===== src/rtl/pad_cfg_pkg.sv =====
// pad_cfg_pkg: shared widths, control-word bit positions and address decode for the pad config loader.
package pad_cfg_pkg;

    localparam int ADDR_W      = 5;
    localparam int DATA_W      = 10;
    localparam int NUM_REGS    = 16;
    localparam int COMMIT_ADDR = 31;
    localparam int REG_IDX_W   = $clog2(NUM_REGS);

    localparam int CMD_COMMIT_BIT = 0;
    localparam int CMD_CLEAR_BIT  = 1;
    localparam int CMD_ERRCLR_BIT = 2;

    typedef enum logic [REG_IDX_W-1:0] {
        REG_TRNG_CTRL = 4'd0,
        REG_TRNG_THR  = 4'd1,
        REG_TRNG_NOISE = 4'd2,
        REG_PLL_DIV   = 4'd3,
        REG_PLL_CTRL  = 4'd4,
        REG_PLL_TRIM  = 4'd5,
        REG_VB_BIAS0  = 4'd6,
        REG_VB_BIAS1  = 4'd7
    } cfg_reg_e;

    typedef enum logic [1:0] {
        AK_REG,
        AK_CMD,
        AK_BAD
    } addr_kind_e;

    function automatic addr_kind_e decode_addr(input logic [ADDR_W-1:0] a);
        return (a < ADDR_W'(NUM_REGS)) ? AK_REG :
               (a == ADDR_W'(COMMIT_ADDR)) ? AK_CMD : AK_BAD;
    endfunction

endpackage


===== src/rtl/pad_cfg_loader_sync.sv =====
// pad_in_sync: multi-flop synchronizer for slow asynchronous pad inputs.
module pad_in_sync #(
    parameter int W      = 1,
    parameter int STAGES = 2
) (
    input  logic         clk,
    input  logic         rst_n,
    input  logic [W-1:0] d_i,
    output logic [W-1:0] q_o
);

    logic [W-1:0] sync_q [STAGES];

    always_ff @(posedge clk or negedge rst_n) begin
        if (!rst_n) begin
            for (int k = 0; k < STAGES; k++) sync_q[k] <= '0;
        end else begin
            sync_q[0] <= d_i;
            for (int k = 1; k < STAGES; k++) sync_q[k] <= sync_q[k-1];
        end
    end

    assign q_o = sync_q[STAGES-1];

endmodule


===== src/rtl/pad_cfg_loader.sv =====
// pad_cfg_loader: synchronizes and glitch-filters pad write strobes into a staging bank,
// committed atomically to the active configuration bus.
module pad_cfg_loader
    import pad_cfg_pkg::*;
#(
    parameter int SYNC_STAGES = 2,
    parameter int MIN_HIGH    = 2
) (
    input  logic                       clk,
    input  logic                       rst_n,
    input  logic                       valid,
    input  logic [ADDR_W-1:0]          addr,
    input  logic [DATA_W-1:0]          data,
    output logic [NUM_REGS*DATA_W-1:0] cfg_o,
    output logic                       cfg_update_o,
    output logic [7:0]                 wr_cnt_o,
    output logic                       err_o
);

    localparam int HW = $clog2(MIN_HIGH + 1);

    logic              valid_s;
    logic [ADDR_W-1:0] addr_s;
    logic [DATA_W-1:0] data_s;
    logic [HW-1:0]     hi_cnt_q, hi_cnt_d;
    logic [DATA_W-1:0] staging_q [NUM_REGS];
    logic [DATA_W-1:0] staging_d [NUM_REGS];
    logic [DATA_W-1:0] active_q [NUM_REGS];
    logic [DATA_W-1:0] active_d [NUM_REGS];
    logic              commit_pend_q, commit_pend_d;
    logic              clr_pend_q, clr_pend_d;
    logic              cfg_update_q, cfg_update_d;
    logic              err_q, err_d;
    logic [7:0]        wr_cnt_q, wr_cnt_d;
    logic              acc;
    addr_kind_e        kind;

    pad_in_sync #(.W(1), .STAGES(SYNC_STAGES)) u_sync_valid (
        .clk(clk), .rst_n(rst_n), .d_i(valid), .q_o(valid_s)
    );
    pad_in_sync #(.W(ADDR_W), .STAGES(SYNC_STAGES)) u_sync_addr (
        .clk(clk), .rst_n(rst_n), .d_i(addr), .q_o(addr_s)
    );
    pad_in_sync #(.W(DATA_W), .STAGES(SYNC_STAGES)) u_sync_data (
        .clk(clk), .rst_n(rst_n), .d_i(data), .q_o(data_s)
    );

    // A combined commit+clear defers the clear to the commit edge so the copy sees pre-clear staging.
    always_comb begin
        acc           = valid_s && (hi_cnt_q == HW'(MIN_HIGH - 1));
        kind          = decode_addr(addr_s);
        hi_cnt_d      = !valid_s ? '0 : (hi_cnt_q == HW'(MIN_HIGH)) ? hi_cnt_q : hi_cnt_q + 1'b1;
        staging_d     = staging_q;
        active_d      = active_q;
        commit_pend_d = 1'b0;
        clr_pend_d    = 1'b0;
        cfg_update_d  = commit_pend_q;
        err_d         = err_q;
        wr_cnt_d      = wr_cnt_q;
        if (commit_pend_q) begin
            active_d = staging_q;
            if (clr_pend_q) for (int k = 0; k < NUM_REGS; k++) staging_d[k] = '0;
        end
        if (acc) begin
            if (kind != AK_BAD && wr_cnt_q != 8'hFF) wr_cnt_d = wr_cnt_q + 1'b1;
            if (kind == AK_REG) staging_d[addr_s[REG_IDX_W-1:0]] = data_s;
            if (kind == AK_CMD) begin
                commit_pend_d = data_s[CMD_COMMIT_BIT];
                clr_pend_d    = data_s[CMD_COMMIT_BIT] & data_s[CMD_CLEAR_BIT];
                if (data_s[CMD_CLEAR_BIT] && !data_s[CMD_COMMIT_BIT])
                    for (int k = 0; k < NUM_REGS; k++) staging_d[k] = '0;
                if (data_s[CMD_ERRCLR_BIT]) err_d = 1'b0;
            end
            if (kind == AK_BAD) err_d = 1'b1;
        end
    end

    always_ff @(posedge clk or negedge rst_n) begin
        if (!rst_n) begin
            hi_cnt_q      <= '0;
            commit_pend_q <= 1'b0;
            clr_pend_q    <= 1'b0;
            cfg_update_q  <= 1'b0;
            err_q         <= 1'b0;
            wr_cnt_q      <= '0;
            for (int k = 0; k < NUM_REGS; k++) begin
                staging_q[k] <= '0;
                active_q[k]  <= '0;
            end
        end else begin
            hi_cnt_q      <= hi_cnt_d;
            commit_pend_q <= commit_pend_d;
            clr_pend_q    <= clr_pend_d;
            cfg_update_q  <= cfg_update_d;
            err_q         <= err_d;
            wr_cnt_q      <= wr_cnt_d;
            staging_q     <= staging_d;
            active_q      <= active_d;
        end
    end

    for (genvar i = 0; i < NUM_REGS; i++) begin : g_cfg
        assign cfg_o[i*DATA_W +: DATA_W] = active_q[i];
    end

    assign cfg_update_o = cfg_update_q;
    assign wr_cnt_o     = wr_cnt_q;
    assign err_o        = err_q;

endmodule

===== config.mk =====
export PLATFORM = sky130hd
export DESIGN_NAME = pad_cfg_loader
export DESIGN_NICKNAME = d
export VERILOG_FILES = /design/src/rtl/pad_cfg_pkg.sv /design/src/rtl/pad_cfg_loader_sync.sv /design/src/rtl/pad_cfg_loader.sv
export SDC_FILE = /design/constraint.sdc
export NUM_CORES = 1
export LEC_CHECK = 0
export CAP_MARGIN = 20
export CORE_ASPECT_RATIO = 0.9
export CORE_UTILIZATION = 35
export DETAILED_ROUTE_END_ITERATION = 8
export PLACE_DENSITY = 0.64
export SETUP_SLACK_MARGIN = 0.02
export SYNTH_ARGS = -nofsm -noshare
export SYNTH_HDL_FRONTEND = slang
export SYNTH_SLANG_ARGS = --single-unit

===== constraint.sdc =====
create_clock -name clk -period 3 [get_ports clk]
set_clock_uncertainty 0.1 [all_clocks]
set_input_delay 0.3 -clock clk [delete_from_list [all_inputs] [get_ports clk]]
set_output_delay 0.3 -clock clk [all_outputs]
set_load 0.01 [all_outputs]

Yosys cells after proc, flatten, opt, wreduce, memory -nomap -nowiden
Cells that the tools add are included.
Word-level totals
  register bits after elaboration: 366
  latch bits: 0
  memory bits (writable): 0
  memory bits (read-only): 0
  input port bits: 18
  word-level logic and storage cells: 89
  memories: 0
Operators by class
  add/sub/neg operators: 2
  multipliers: 0
  div/mod/pow operators: 0
  magnitude comparators: 3
  equality and inequality tests: 8
  shift-type cells: 0
  mux-type cells: 20
  bitwise gates (word level): 2
  reductions and logical operators: 10
Operator list (count)
  $mux W160: 6
  $bwmux W160: 1
  $demux W10 S4: 1
  $mux W10: 1
  $add A8 B1 Y8 const B: 1
  $mux W2: 4
  $ne A8 B8 Y1 const B: 1
  $mux W1: 7
  $eq A5 B5 Y1 const B: 1
  $ge A5 B5 Y1 const B: 1
  $lt A5 B1 Y1 const B: 1
  $lt A5 B5 Y1 const B: 1
  $not A4 Y5: 1
  $eq A2 B1 Y1 const B: 2
  $eq A2 B2 Y1 const B: 2
  $logic_and A1 B1 Y1: 4
  $ne A2 B2 Y1 const B: 2
  $reduce_bool A2 Y1: 2
  $reduce_and A3 Y1: 1
  $add A2 B1 Y2 const B: 1
  $logic_not A2 Y1: 1
  $reduce_and A2 Y1: 1
  $and A1 B1 Y1: 1
  $logic_not A1 Y1: 1

Longest topological paths before layout
Gate-level depths: netlist of the first run.
  word-level depth: 10
  mapped depth: 10
  depth with buffers taken out: 6

Cells and area by module
From an unflattened synthesis of the first run, not the netlist that was laid out.
Unflattened totals
  cell total of the unflattened synthesis: 1208
  area total of the unflattened synthesis: 14335.0 um^2
Modules (own cells, without submodules)
  pad_cfg_loader: times used 1, cells an instance 1161, area an instance 13421.6 um^2, sequential area each 8358.0 um^2
  pad_in_sync (u_sync_data): times used 1, cells an instance 30, area an instance 575.6 um^2, sequential area each 500.5 um^2
  pad_in_sync (u_sync_addr): times used 1, cells an instance 15, area an instance 287.8 um^2, sequential area each 250.2 um^2
  pad_in_sync (u_sync_valid): times used 1, cells an instance 2, area an instance 50.0 um^2, sequential area each 50.0 um^2

Worst setup path before layout of the first run
OpenSTA, ideal clock, no wires.
  path type: reg2reg
  start point: register hi_cnt_q[1]
  end point: register staging_q[100] (netlist name)
  library setup time: 0.121 ns
  arrival: 1.586 ns
  path slack: 1.193 ns
  cell stages (with the launch flop): 11
  period minus slack after synthesis: 1.807 ns
  cell sequence: dfrtp_1 -> inv_1 -> ha_1 -> clkbuf_2 -> nand3_1 -> nor2_1 -> and3b_1 -> buf_2 -> buf_2 -> buf_4 -> a21oi_1
RTL lines
  from (decl): RTL line pad_cfg_loader.sv:25  | logic [HW-1:0] hi_cnt_q, hi_cnt_d;
  from (signal assigned): RTL line pad_cfg_loader.sv:91  | hi_cnt_q <= hi_cnt_d;
  to (signal assigned): RTL line pad_cfg_loader.sv:97  | staging_q <= staging_d;
  to (decl): RTL line pad_cfg_loader.sv:26  | logic [DATA_W-1:0] staging_q [NUM_REGS];

==> metrics, run 1 <==
run status complete, no violations; remaining max-slew budget at the tightest pin 26.8%; library cell with the highest instance count after synthesis sky130_fd_sc_hd__dfrtp_1; adder-cell area share of the yosys netlist 0.265%; final wirelength 37.3 mm; list of most frequent post-synthesis cells 366 x sky130_fd_sc_hd__dfrtp_1, 183 x sky130_fd_sc_hd__nand2_1, 164 x sky130_fd_sc_hd__nand3_1, 163 x sky130_fd_sc_hd__a21oi_1, 162 x sky130_fd_sc_hd__mux2_2; final number of hold-violating endpoints 0; class of the most critical hold timing path in2reg; LEAKAGE 8.02 nW; Least-Margin Pin Slew 1100 ps; htree depth 2; minimum period implied by the final worst setup slack 2400 ps; first drt pass iteration count 5; initial antenna violation count 0; TritonCTS clock tree built; Initial Utilization 35.7%; buffers from clock root to sink, at most 3; number of register bits inferred by synthesis 366; global-route wire length before repair 57.5 mm; CTS root buffer sky130_fd_sc_hd__clkbuf_16; TritonCTS sink count 366; Synth Area in Compound Gates 5.83%; ordered cell list for the critical path inv_1 -> ha_1 -> nand3_1 -> nor2_1 -> and3b_4 -> buf_12 -> a21oi_1; data arrival time of the critical path 2680 ps; longest individual stage delay on the worst path 470 ps; simple-gate share of the synthesized area 13.1%; number of setup violations in the final report 0; overall track demand over capacity in global routing 18.0%; synthesized area per cell 11.9 um2; slowest library cell on the worst path sky130_fd_sc_hd__and3b_4; highest attainable clock frequency 416 MHz; number of enable-type register cells in the synthesized netlist 0; fraction of post-synthesis cell area in the top cell type by area 64.6%; hold_buf cts 1; number of instances in the synthesized netlist 1188; data required time of the critical path 3280 ps; top fanout value on the critical path 90; maximum number of pins on one net before global-route repair 95; width of the die 214 um; number of pins with negative max-slew slack in the final report 0; count of buffers from port buffering 187; vias in the first global route 9656; Routed wire per std cell 19.5 um; proportion of synthesized area in mux cells 12.9%; category of the critical setup timing path reg2reg; I/O pin cnt 188; GRT Residual Overflow 0; launch point of the worst hold path addr[0]; fraction of the cycle the final worst path needs 80.1%; max-cap violations 0; remaining antenna violation count 0; area delta synth->final 26.2%; drt first-iter violations 697; Total Nets Final 1379; Warnings, synthesis 0; combinational family with the most area after synthesis simple AND/OR/NAND/NOR gates; Crit path max-delay family simple AND/OR/NAND/NOR gates; Clk Latency, worst-skew pair 530 ps; WP buf/inv 2; startpoint of the lowest-slack register-to-register path hi_cnt_q[1]; Yosys top cell by area sky130_fd_sc_hd__dfrtp_1; Fillers 3687; core box area 39700 um2; Placed Instance Area 16600 um2; number of CTS-inserted buffers 39; top flip-flop cell by instance count after synthesis sky130_fd_sc_hd__dfrtp_1; Rows 69; DRC viols 0; critical path endpoint category flop; proportion of synthesized flip-flops having asynchronous set or reset 100%; XOR/XNOR share of the synthesized area 0.371%; critical path launch point type flop; final instance area 17900 um2; die area 41300 um2; Worst VDD drop 327 uV; library cells used by synthesis 30; vias per cell 5.08; post-synthesis cell area 14200 um2; aggregate negative setup slack 0 ps; final standard cell utilization of the core 45.0%; number of buffers inserted to repair setup after CTS 0; CP Launch Point hi_cnt_q[1]; power density over the cells 652 nW/um2; DPL Wire Length 23.3 mm; post-synth net total 1209; sequential fraction of the synthesis area 64.6%; ANT cells 0; detailed-route via count 9741; unrepaired setup endpoints after global routing false; post-CTS sizing 0; share of final-layout standard cells stronger than drive strength 1 19.1%; cell types occupying the most area after synthesis sky130_fd_sc_hd__dfrtp_1 65%, sky130_fd_sc_hd__mux2_2 13%, sky130_fd_sc_hd__nand3_1 5.8%, sky130_fd_sc_hd__a21oi_1 5.8%, sky130_fd_sc_hd__nand2_1 4.8%; die height 193 um; clock slew seen by the registers of the worst setup and hold paths 60 ps; Routability Congestion 0.741; total power 11.7 mW
path summary, 6_finish.rpt:
check | cells past startpoint | endpoint | slack [ps]
max | 7 | staging_q[22] | 600
min in group asynchronous | 2 | cfg_o[94] | 300
max in group asynchronous | 4 | u_sync_addr.sync_q[7] | 1590
min reg2reg | 0 | u_sync_data.q_o[9] | 250
max reg2reg | 7 | staging_q[22] | 600
min | 1 | u_sync_addr.sync_q[5] | 110
routing by layer:
metal,track usage (%),wire [um]
met5,0,0
met4,4.73,634
met3,3.61,2110
met2,29.1,17900
met1,24.7,16600
kinds of logic after synthesis:
family / Yosys count
compound gates: 165
xor+xnor: 6
fa+ha+maj: 3
buf+inv: 91
flops: 366
mux: 162
simple gates: 395
where the power goes:
| part | internal (mW) | switching [mW] |
|---|---|---|
| Clock | 2.80 | 1.89 |
| Combinational | 0.539 | 0.545 |
| Sequential | 5.48 | 0.399 |
through the flow:
stage | std cells | worst slack (ps) | hold slack, ps
floorplan | 1188 | 1190 | -95.6
global placement | 1848 | 786 | 236
detailed placement | 1848 | 692 | 235
CTS | 1917 | 651 | 94.7
global route | 1917 | 467 | 106
finish | 1917 | 597 | 112
placed cells by master (no fill, tap or decap), types with 2 or more instances in the layout:
| cell type | synthesis | final |
|---|---|---|
| sky130_fd_sc_hd__dfrtp_1 | 366 | 365 |
| sky130_fd_sc_hd__clkdlybuf4s50_1 | 0 | 186 |
| sky130_fd_sc_hd__nand2_1 | 183 | 182 |
| sky130_fd_sc_hd__nand3_1 | 164 | 164 |
| sky130_fd_sc_hd__a21oi_1 | 163 | 163 |
| sky130_fd_sc_hd__mux2_2 | 162 | 162 |
| sky130_fd_sc_hd__clkbuf_16 | 0 | 39 |
| sky130_fd_sc_hd__buf_4 | 10 | 22 |
| sky130_fd_sc_hd__clkbuf_1 | 51 | 11 |
| sky130_fd_sc_hd__nor2_2 | 8 | 8 |
| sky130_fd_sc_hd__clkinv_2 | 0 | 8 |
| sky130_fd_sc_hd__and2_1 | 7 | 7 |
| sky130_fd_sc_hd__buf_12 | 0 | 7 |
| sky130_fd_sc_hd__and3_1 | 6 | 6 |
| sky130_fd_sc_hd__xnor2_1 | 6 | 6 |
| sky130_fd_sc_hd__clkbuf_8 | 0 | 6 |
| sky130_fd_sc_hd__nand4_1 | 3 | 3 |
| sky130_fd_sc_hd__nand4b_1 | 3 | 3 |
| sky130_fd_sc_hd__nor2_4 | 3 | 3 |
| sky130_fd_sc_hd__inv_1 | 3 | 3 |
| sky130_fd_sc_hd__ha_1 | 3 | 3 |
| sky130_fd_sc_hd__bufinv_16 | 0 | 3 |
| sky130_fd_sc_hd__nor2_1 | 2 | 2 |
| sky130_fd_sc_hd__nor3b_1 | 2 | 2 |
| sky130_fd_sc_hd__and4b_1 | 2 | 2 |
| sky130_fd_sc_hd__or3b_1 | 2 | 2 |
| sky130_fd_sc_hd__and4_1 | 2 | 2 |
| sky130_fd_sc_hd__nand2b_1 | 2 | 2 |
| sky130_fd_sc_hd__o21ai_0 | 2 | 2 |
layout make-up:
class                           instances  area (um2)  share of cell area, %
Tap cell                              532         666                   3.72
Clock buffer                           56        1100                   6.15
Timing Repair Buffer                  217        2190                   12.3
Inverter                                3        11.3                 0.0630
Clock inverter                         12         139                  0.777
Sequential cell                       366        9160                   51.2
Multi-Input combinational cell        731        4610                   25.8
flip-flops by register name (all words and copies together) (netlist names):
| signal | cells |
|---|---|
| u_sync_valid.sync_q | 1 |
| clr_pend_q | 1 |
| err_o | 1 |
| u_sync_addr.q_o | 5 |
| u_sync_addr.sync_q | 5 |
| u_sync_data.q_o | 10 |
| cfg_o | 160 |
| staging_q | 160 |
| u_sync_valid.q_o | 1 |
| cfg_update_o | 1 |
| hi_cnt_q | 2 |
| wr_cnt_o | 8 |
| cfg_update_d | 1 |
| u_sync_data.sync_q | 10 |
worst register-to-register path, stage by stage (launching register included):
cell	delay (ps)
sky130_fd_sc_hd__dfrtp_1	400
sky130_fd_sc_hd__inv_1	70
sky130_fd_sc_hd__ha_1	300
sky130_fd_sc_hd__nand3_1	150
sky130_fd_sc_hd__nor2_1	180
sky130_fd_sc_hd__and3b_4	470
sky130_fd_sc_hd__buf_12	390
sky130_fd_sc_hd__a21oi_1	200
Power figures use the tool's default switching activity.
==> inputs of run 2 (changes only) <==
PLACE_DENSITY = 0.66   (was 0.64)
clock period = 2.1 ns   (was 3 ns; I/O delays follow)
==> run 2 against run 1 <==
Effect of this change: combinational power rose by 48%; clock power rose by 52%; total power rose by 47%; maximum frequency rose by 24%; register-to-register slack got worse by 430 ps.
==> metrics, run 2 (same netlist as run 1, synthesis figures left out) <==
TritonCTS sink count 366 (unchanged); number of cells traversed by the worst register-to-register path 6 (-1); vias in the first global route 9964 (+3.2%); minimum period implied by the final worst setup slack 1930 ps (-470 ps); I/O pin cnt 188 (unchanged); Least-Margin Pin Slew 613 ps (-486 ps); count of buffers from port buffering 187 (unchanged); number of CTS-inserted buffers 39 (unchanged); width of the die 214 um (unchanged); Routability Congestion 0.766 (+3.3%); leading cell type in the layout, fill and taps excluded sky130_fd_sc_hd__dfrtp_1; data required time of the critical path 2440 ps (-840 ps); overall track demand over capacity in global routing 18.2% (+0.20 points); slowest library cell on the worst path sky130_fd_sc_hd__dfrtp_1; run status complete, no violations; Crit path max-delay family simple AND/OR/NAND/NOR gates; flop2flop setup slack 170 ps (-430 ps); longest individual stage delay on the worst path 390 ps (-80 ps); top fanout value on the critical path 10 (-89%); Seq pwr share 48.9% (-1.6 points); power density over the cells 940 nW/um2 (+44%); die area 41300 um2 (unchanged); htree depth 2 (unchanged); Rows 69 (unchanged); Initial Utilization 35.7% (unchanged); CTS root buffer sky130_fd_sc_hd__clkbuf_16; ANT cells 0 (unchanged); cell internal power dissipation 13.0 mW (+47%); die height 193 um (unchanged); CP Launch Point hi_cnt_q[1]; startpoint of the lowest-slack register-to-register path hi_cnt_q[1]; vias per cell 5.04 (-0.75%); ordered cell list for the critical path inv_1 -> ha_2 -> and4bb_2 -> and2_1 -> nand2_1 -> a21oi_1; first drt pass iteration count 5 (unchanged); GRT Residual Overflow 0 (unchanged); Routed wire per std cell 19.3 um (-0.86%); Worst Hold Path Cells 1 (unchanged); core box area 39700 um2 (unchanged); number of pins with negative max-slew slack in the final report 0 (unchanged); maximum number of pins on one net before global-route repair 94 (-1.1%); final wirelength 37.4 mm (+0.12%); critical path launch point type flop; DPL Wire Length 23.7 mm (+1.7%); DRC viols 0 (unchanged); category of the critical setup timing path reg2reg; commonest cells after routing, fill and taps aside 365 x sky130_fd_sc_hd__dfrtp_1, 186 x sky130_fd_sc_hd__clkdlybuf4s50_1, 182 x sky130_fd_sc_hd__nand2_1; WP buf/inv 1 (-1); aggregate negative setup slack 0 ps (unchanged); launch point of the worst hold path data[2]; Total Nets Final 1396 (+1.2%); portion of total power attributed to combinational logic 9.4% (about the same); detailed-route via count 9764 (+0.24%); endpoint of the worst-slack reg-to-reg timing path staging_q[127]; number of buffers inserted to repair setup after CTS 0 (unchanged); final number of hold-violating endpoints 0 (unchanged); power dissipated by switching net loads 4.10 mW (+45%); buffers from clock root to sink, at most 3 (unchanged); initial antenna violation count 0 (unchanged); Setup WS post-layout 167 ps (-430 ps); Worst VDD drop 478 uV (+46%); clock power share 41.7% (+1.5 points); area delta synth->final 28.6%; drt first-iter violations 714 (+2.4%); clock slew seen by the registers of the worst setup and hold paths 60 ps (about the same); global-route wire length before repair 58.4 mm (+1.5%); highest attainable clock frequency 517 MHz (+24%); critical path endpoint category flop; fraction of the cycle the final worst path needs 92.1% (+12 points); remaining max-slew budget at the tightest pin 59.2% (+32 points); setup slack after placement 123 ps (-569 ps); number of setup violations in the final report 0 (unchanged); Hold EP u_sync_data.sync_q[12]; Fillers 3657 (-0.81%); class of the most critical hold timing path in2reg; share of final-layout standard cells stronger than drive strength 1 20.1% (+1.0 points); switching power as a share of total power 24.0% (-0.34 points); max-cap violations 0 (unchanged); TritonCTS clock tree built; remaining antenna violation count 0 (unchanged); Clk Latency, worst-skew pair 530 ps (about the same); LEAKAGE 8.18 nW (+2.0%); data arrival time of the critical path 2270 ps (-410 ps); unrepaired setup endpoints after global routing false
-- run 2: power by group through the flow --
stage | Combinational (mW) | Clock [mW] | Sequential [mW]
final | 1.60 | 7.15 | 8.37
after CTS | 1.63 | 7.31 | 8.36
after detailed placement | 1.62 | 0 | 8.48
after floorplan | 0.911 | 0 | 8.30
after global routing | 1.80 | 7.56 | 8.45
after global placement | 1.54 | 0 | 8.46
-- run 2: metrics by stage --
stage	cells	total power, mW	utilization (%)	hold WS, ps	cell area [um2]
4_1_cts	1936	17.3	45.9	5.79	18200
2_1_floorplan	1188	9.21	-	-186	14200
3_3_place_gp	1862	10.0	42.4	12.0	16800
3_5_place_dp	1862	10.1	42.4	8.01	16800
5_1_grt	1936	17.8	45.9	9.32	18200
6_report	1936	17.1	45.9	31.0	18200
-- run 2: worst max path at each step --
stage / to / slack, ps / cells after the start
final: staging_q[127] / 170 / 6
after global routing: staging_q[127] / 30 / 6
after CTS: staging_q[127] / 100 / 6
after detailed placement: staging_q[40] / 120 / 6
after global placement: staging_q[63] / 180 / 6
after floorplan: staging_q[100] / 290 / 10
-- run 2: per-layer routing --
layer / vias to the layer above / track usage [%] / wire length (um) / part of all wire, %
met2: 257 / 29.9 / 18000 / 48
met3: 57 / 3.10 / 1850 / 5.0
met1: 4984 / 24.6 / 16600 / 45
met4: 0 / 5.58 / 854 / 2.3
met5: - / 0 / 0 / 0
li1: 4466 / - / - / -
-- run 2: repair_timing --
action | in CTS | in global routing
endpoints found under the setup margin | 0 | 65
endpoints found under the hold margin | 282 | 0
resized for setup | 0 | 1
hold buffers | 4 | 0
-- run 2: final cells by class --
type / count / area, um2 / area share (%)
Multi-Input combinational cell: 731 / 4610 / 25.3
Timing Repair Buffer: 234 / 2410 / 13.3
Clock buffer: 61 / 1190 / 6.53
Tap cell: 532 / 666 / 3.65
Sequential cell: 366 / 9160 / 50.3
Clock inverter: 9 / 160 / 0.879
Inverter: 3 / 11.3 / 0.0618
-- run 2: worst register-to-register path, cell delays in order (launching register included) --
cell	delay (ps)
sky130_fd_sc_hd__dfrtp_1	390
sky130_fd_sc_hd__inv_1	60
sky130_fd_sc_hd__ha_2	250
sky130_fd_sc_hd__and4bb_2	380
sky130_fd_sc_hd__and2_1	380
sky130_fd_sc_hd__nand2_1	110
sky130_fd_sc_hd__a21oi_1	180
==> inputs of run 3 (changes only) <==
CAP_MARGIN = not set   (was 20)
==> results of run 3 <==
The final DEF is identical to that of run 2; final timing and power are the same.
